File: config.mk
export PLATFORM = sky130hd
export DESIGN_NAME = instr_fetch_unit
export DESIGN_NICKNAME = d
export VERILOG_FILES = /design/src/rtl/instr_fetch_unit.sv
export SDC_FILE = /design/constraint.sdc
export NUM_CORES = 1
export LEC_CHECK = 0
export BUFFER_PORTS_ARGS = -buffer_cell sky130_fd_sc_hd__buf_2
export CAP_MARGIN = 20
export CORE_ASPECT_RATIO = 1.4
export CORE_UTILIZATION = 50
export DETAILED_ROUTE_END_ITERATION = 10
export PLACE_DENSITY = 0.73
export SYNTH_ARGS = -nofsm -noshare
export SYNTH_HDL_FRONTEND = slang
export SYNTH_SLANG_ARGS = --single-unit
export TNS_END_PERCENT = 1
File: constraint.sdc
create_clock -name clk -period 9.4 [get_ports clk]
set_clock_uncertainty 0.05 [all_clocks]
set_input_delay 0.94 -clock clk [delete_from_list [all_inputs] [get_ports clk]]
set_output_delay 0.94 -clock clk [all_outputs]
set_load 0.02 [all_outputs]
File: src/rtl/instr_fetch_unit.sv
// Instruction fetch unit: drives the Program_Counter next value, issues single
// outstanding instruction-memory reads at PC, and buffers returned words with
// their PC in a small FIFO toward decode. Redirects flush the buffer and
// discard any in-flight read; misaligned redirect targets raise a sticky fault.
module instr_fetch_unit #(
    parameter logic [31:0] RESET_PC   = 32'h0000_0000,
    parameter int          FIFO_DEPTH = 2
) (
    input  logic        clk,
    input  logic        rst,
    input  logic [31:0] PC,
    output logic [31:0] PC_Next,
    output logic        imem_req_valid,
    input  logic        imem_req_ready,
    output logic [31:0] imem_addr,
    input  logic        imem_rsp_valid,
    input  logic [31:0] imem_rsp_data,
    input  logic        redirect_valid,
    input  logic [31:0] redirect_pc,
    output logic        instr_valid,
    input  logic        instr_ready,
    output logic [31:0] instr,
    output logic [31:0] instr_pc,
    output logic        fetch_fault
);

    localparam int AW = $clog2(FIFO_DEPTH);
    localparam int CW = AW + 1;

    typedef enum logic [1:0] {
        FETCH = 2'd0,
        WAIT  = 2'd1,
        DRAIN = 2'd2
    } state_t;

    state_t          state_reg;
    logic [31:0]     req_pc_reg;
    logic            fault_reg;

    logic [31:0]     buf_pc   [FIFO_DEPTH];
    logic [31:0]     buf_data [FIFO_DEPTH];
    logic [AW-1:0]   rd_ptr_reg;
    logic [AW-1:0]   wr_ptr_reg;
    logic [AW-1:0]   rd_ptr_inc;
    logic [CW-1:0]   count_reg;
    logic [31:0]     instr_reg;
    logic [31:0]     instr_pc_reg;

    logic            req_fire;
    logic            push;
    logic            pop;

    // Requests only from FETCH with buffer room; the async reset also masks
    // the request so nothing is issued while the core is held in reset.
    assign imem_req_valid = rst && (state_reg == FETCH) && !fault_reg &&
                            (count_reg < CW'(FIFO_DEPTH)) && !redirect_valid;
    assign imem_addr      = imem_req_valid ? PC : 32'h0;
    assign req_fire       = imem_req_valid && imem_req_ready;

    assign instr_valid    = (count_reg != '0);
    assign push           = (state_reg == WAIT) && imem_rsp_valid && !redirect_valid;
    assign pop            = instr_valid && instr_ready && !redirect_valid;
    assign rd_ptr_inc     = rd_ptr_reg + 1'b1;

    assign instr          = instr_reg;
    assign instr_pc       = instr_pc_reg;
    assign fetch_fault    = fault_reg;

    // Next-PC selection: reset value, redirect target, advance on accepted request, else hold.
    always_comb begin
        PC_Next = PC;
        if (!rst) begin
            PC_Next = RESET_PC;
        end else if (redirect_valid) begin
            PC_Next = redirect_pc;
        end else if (req_fire) begin
            PC_Next = PC + 32'd4;
        end
    end

    // Fetch FSM: tracks the single outstanding read and the sticky alignment fault.
    always_ff @(posedge clk or negedge rst) begin
        if (!rst) begin
            state_reg  <= FETCH;
            req_pc_reg <= 32'h0;
            fault_reg  <= 1'b0;
        end else begin
            if (redirect_valid) begin
                fault_reg <= (redirect_pc[1:0] != 2'b00);
            end
            case (state_reg)
                FETCH: begin
                    if (req_fire) begin
                        state_reg  <= WAIT;
                        req_pc_reg <= PC;
                    end
                end
                WAIT: begin
                    if (imem_rsp_valid) begin
                        state_reg <= FETCH;
                    end else if (redirect_valid) begin
                        state_reg <= DRAIN;
                    end
                end
                DRAIN: begin
                    // A response completing the stale read (even alongside a
                    // further redirect) leaves nothing outstanding.
                    if (imem_rsp_valid) begin
                        state_reg <= FETCH;
                    end
                end
                default: state_reg <= FETCH;
            endcase
        end
    end

    // Buffer storage write; contents need no reset since count gates validity.
    always_ff @(posedge clk) begin
        if (push) begin
            buf_pc[wr_ptr_reg]   <= req_pc_reg;
            buf_data[wr_ptr_reg] <= imem_rsp_data;
        end
    end

    // Buffer pointers, occupancy and registered head (held when the buffer empties).
    always_ff @(posedge clk or negedge rst) begin
        if (!rst) begin
            rd_ptr_reg   <= '0;
            wr_ptr_reg   <= '0;
            count_reg    <= '0;
            instr_reg    <= 32'h0;
            instr_pc_reg <= 32'h0;
        end else if (redirect_valid) begin
            rd_ptr_reg <= '0;
            wr_ptr_reg <= '0;
            count_reg  <= '0;
        end else begin
            if (push) begin
                wr_ptr_reg <= wr_ptr_reg + 1'b1;
            end
            if (pop) begin
                rd_ptr_reg <= rd_ptr_inc;
            end
            count_reg <= count_reg + CW'(push) - CW'(pop);
            if (push && ((count_reg == '0) || (pop && (count_reg == CW'(1))))) begin
                instr_reg    <= imem_rsp_data;
                instr_pc_reg <= req_pc_reg;
            end else if (pop && (count_reg > CW'(1))) begin
                instr_reg    <= buf_data[rd_ptr_inc];
                instr_pc_reg <= buf_pc[rd_ptr_inc];
            end
        end
    end

endmodule

==> flow_metrics.env <==
export IMPL_drc_errors=0
export IMPL_synth_avg_cell_area_um2=11.9
export IMPL_vias_per_cell=5.49
export IMPL_synth_nets=953
export IMPL_clock_path_buffers=3
export IMPL_clk_pin_slew_ps=60
export IMPL_fin_nets=1164
export IMPL_setup_viol=0
export IMPL_grt_pass1_wl_um=36600
export IMPL_power_internal_mw=1.92
export IMPL_netlist_area_um2=10100
export IMPL_slew_violations=0
export IMPL_hold_viol_final=0
export IMPL_cts_repair_resized=0
export IMPL_max_slew_margin_rel_pct=33.1
export IMPL_vias=7281
export IMPL_fin_tns_setup_ps=0
export IMPL_drt_total_wl_um=23600
export IMPL_drt_iter0_markers=395
export IMPL_portBuffers=232
export IMPL_postCtsSetupBuffers=0
export IMPL_whs_ps=420
export IMPL_antenna_found_initial=0
export IMPL_ant_nets=0
export IMPL_synth_edf_count=128
export IMPL_place_congestion=0.855
export IMPL_gr_usage_all_layers_pct=22.7
export IMPL_critical_path_max_fanout=88
export IMPL_insertion_delay_ps=490
export IMPL_yosysWarnings=0
export IMPL_io_pins=233
export IMPL_p_sw_mw=0.726
export IMPL_synthArstFlopShare_pct=44.6
export IMPL_wl_per_cell_um=17.8
export IMPL_fin_ws_ps=4550
export IMPL_power_frac_seq_pct=49.6
export IMPL_power_density_nw_per_um2=215
export IMPL_p_leak_nw=5.31
export IMPL_worstSetupPathType="in2out"
export IMPL_grt_max_degree=114
export IMPL_period_minus_slack_ps=4850
export IMPL_worst_ep_required_time_ps=8410
export IMPL_min_from="instr_pc[15]"
export IMPL_syn_to_final_growth_pct=21.5
export IMPL_clock_fmax_mhz=206
export IMPL_switching_share_pct=27.5
export IMPL_cts_tree="yes"
export IMPL_ys_ff_latch=231
export IMPL_initial_utilization_pct=50.9
export IMPL_crit_path_end_kind="output pin"
export IMPL_core_um2=19800
export IMPL_die_area_um2=20800
export IMPL_synthCells=848
export IMPL_vdd_drop_max_v=0.000131
export IMPL_hold_path_class="reg2reg"
export IMPL_preCtsSetupSlack_ps=4080
export IMPL_diodes=0
export IMPL_cap_violations=0
export IMPL_cp_arrival_ps=3860
export IMPL_crit_path_start_kind="input port"
export IMPL_synth_cell_types=38
export IMPL_hpwl_um=15500
export IMPL_drive_gt1_share_pct=29.5
export IMPL_top_regs="buf_data: 64 flops, buf_pc: 64 flops"
export IMPL_reg2reg_from="state_reg[1]"
export IMPL_ys_flop_type="edfxtp_1"
export IMPL_dr_pass1_iters=5
export IMPL_period_share_pct=51.5
export IMPL_cts_hold_buf=0
export IMPL_cts_root_buf="clkbuf_16"
export IMPL_dieHeight_um=170
export IMPL_tightest_slew_ps=1000
export IMPL_num_rows=61
export IMPL_startpoint="rst"
export IMPL_die_w_um=122
export IMPL_htree_levels=1
export IMPL_synth_seq_area_share_pct=63.6
export IMPL_status="finished clean"
export IMPL_grt_pass1_vias=7063
export IMPL_cts_inserted_buffers=22
export IMPL_grt_overflow=0
export IMPL_p_comb_share_pct=16.6
export IMPL_clkPwrFrac_pct=33.8
export IMPL_cts_num_sinks=231
export IMPL_rsz0062_at_grt="no"
-- layout make-up --
cell class | instances | area, um^2
inverter | 10 | 37.5
timing repair buffer | 242 | 1280
sequential | 231 | 6420
multi-input combinational | 552 | 3470
tap | 252 | 315
clock buffer | 31 | 647
clock inverter | 9 | 97.6
fill | 1629 | 7570
-- through the flow --
stage	power, mW	util [%]	area (um^2)	instances
finish	2.64	61.8	12300	1327
global route	2.76	61.8	12300	1327
CTS	2.67	61.6	12200	1325
detailed placement	1.77	57.8	11500	1285
global placement	1.76	57.8	11500	1284
floorplan	1.57	-	10100	848
-- cells by family (layout without fill, tap and decap cells) --
logic type / count (synthesis) / in the layout / synth area share [%]
fa+ha+maj: 3 / 3 / 0.372
compound gates: 194 / 194 / 10.2
mux: 94 / 94 / 9.65
flops: 231 / 231 / 63.6
simple gates: 235 / 235 / 11.5
xor+xnor: 26 / 26 / 2.26
buf+inv: 65 / 292 / 2.45
-- cells in the mapped netlist, types with 10 or more instances --
cell type / n / share of area (%)
clkbuf_1: 50 / 1.9
mux2_2: 27 / 3.0
nor2_1: 16 / 0.59
xor2_1: 13 / 1.1
nand3_1: 10 / 0.50
xnor2_1: 13 / 1.1
dfrtp_1: 103 / 26
nor3_1: 11 / 0.55
o22ai_1: 15 / 0.93
inv_1: 10 / 0.37
edfxtp_1: 128 / 38
mux2i_1: 67 / 6.6
nand2_1: 116 / 4.3
and3_1: 35 / 2.2
o21ai_0: 123 / 6.1
a21oi_1: 38 / 1.9
-- power by group through the flow --
stage	sequential, mW	clock [mW]	combinational [mW]
finish	1.31	0.893	0.439
global route	1.33	0.953	0.482
CTS	1.31	0.912	0.443
detailed placement	1.33	0	0.440
global placement	1.32	0	0.432
floorplan	1.41	0	0.152
-- critical path: stages --
cell	delay (ps)
buf_6	480
nor2b_2	940
nand3_2	490
buf_12	330
xor2_1	150
o21ai_0	130
and2_1	140
buf_2	160
-- final timing paths --
path                            cells after the start  slack, ps               to
worst max-delay path                                8       4550       PC_Next[2]
max in group asynchronous                           2       7600       rd_ptr_reg
min in group asynchronous                           1        460   req_pc_reg[26]
worst min register to register                      2        420     instr_pc[15]
worst min-delay path                                2        420     instr_pc[15]
worst max register to register                      4       6680  buf_data[1][19]
-- routing by layer --
metal | track usage (%) | routed length [um] | vias to the layer above | part of all wire, %
met5 | 0 | 0 | - | 0
met4 | 8.01 | 648 | 0 | 2.7
met3 | 2.95 | 1330 | 46 | 5.6
met2 | 41.2 | 12200 | 265 | 52
met1 | 27.3 | 9370 | 3464 | 40
li1 | - | - | 3506 | -
-- placed cells by master (no fill, tap or decap), types with 3 or more instances in the layout --
master | netlist | layout
a21oi_1 | 38 | 38
a31oi_1 | 3 | 3
and2_1 | 5 | 5
and3_1 | 35 | 35
and4_1 | 4 | 4
buf_2 | 0 | 231
buf_4 | 1 | 7
clkbuf_1 | 50 | 5
clkbuf_16 | 0 | 24
clkinv_2 | 0 | 3
dfrtp_1 | 103 | 102
edfxtp_1 | 128 | 128
ha_1 | 3 | 3
inv_1 | 10 | 10
mux2_2 | 27 | 27
mux2i_1 | 67 | 67
nand2_1 | 116 | 116
nand2b_1 | 7 | 7
nand3_1 | 10 | 9
nand4_1 | 8 | 8
nor2_1 | 16 | 14
nor2b_1 | 6 | 5
nor3_1 | 11 | 10
nor4_1 | 4 | 3
o21ai_0 | 123 | 123
o21ai_1 | 8 | 8
o22ai_1 | 15 | 15
o311a_1 | 4 | 4
or3_1 | 5 | 4
or3_4 | 2 | 3
xnor2_1 | 13 | 13
xor2_1 | 13 | 13
No activity file was read; power rests on OpenSTA's default activity.
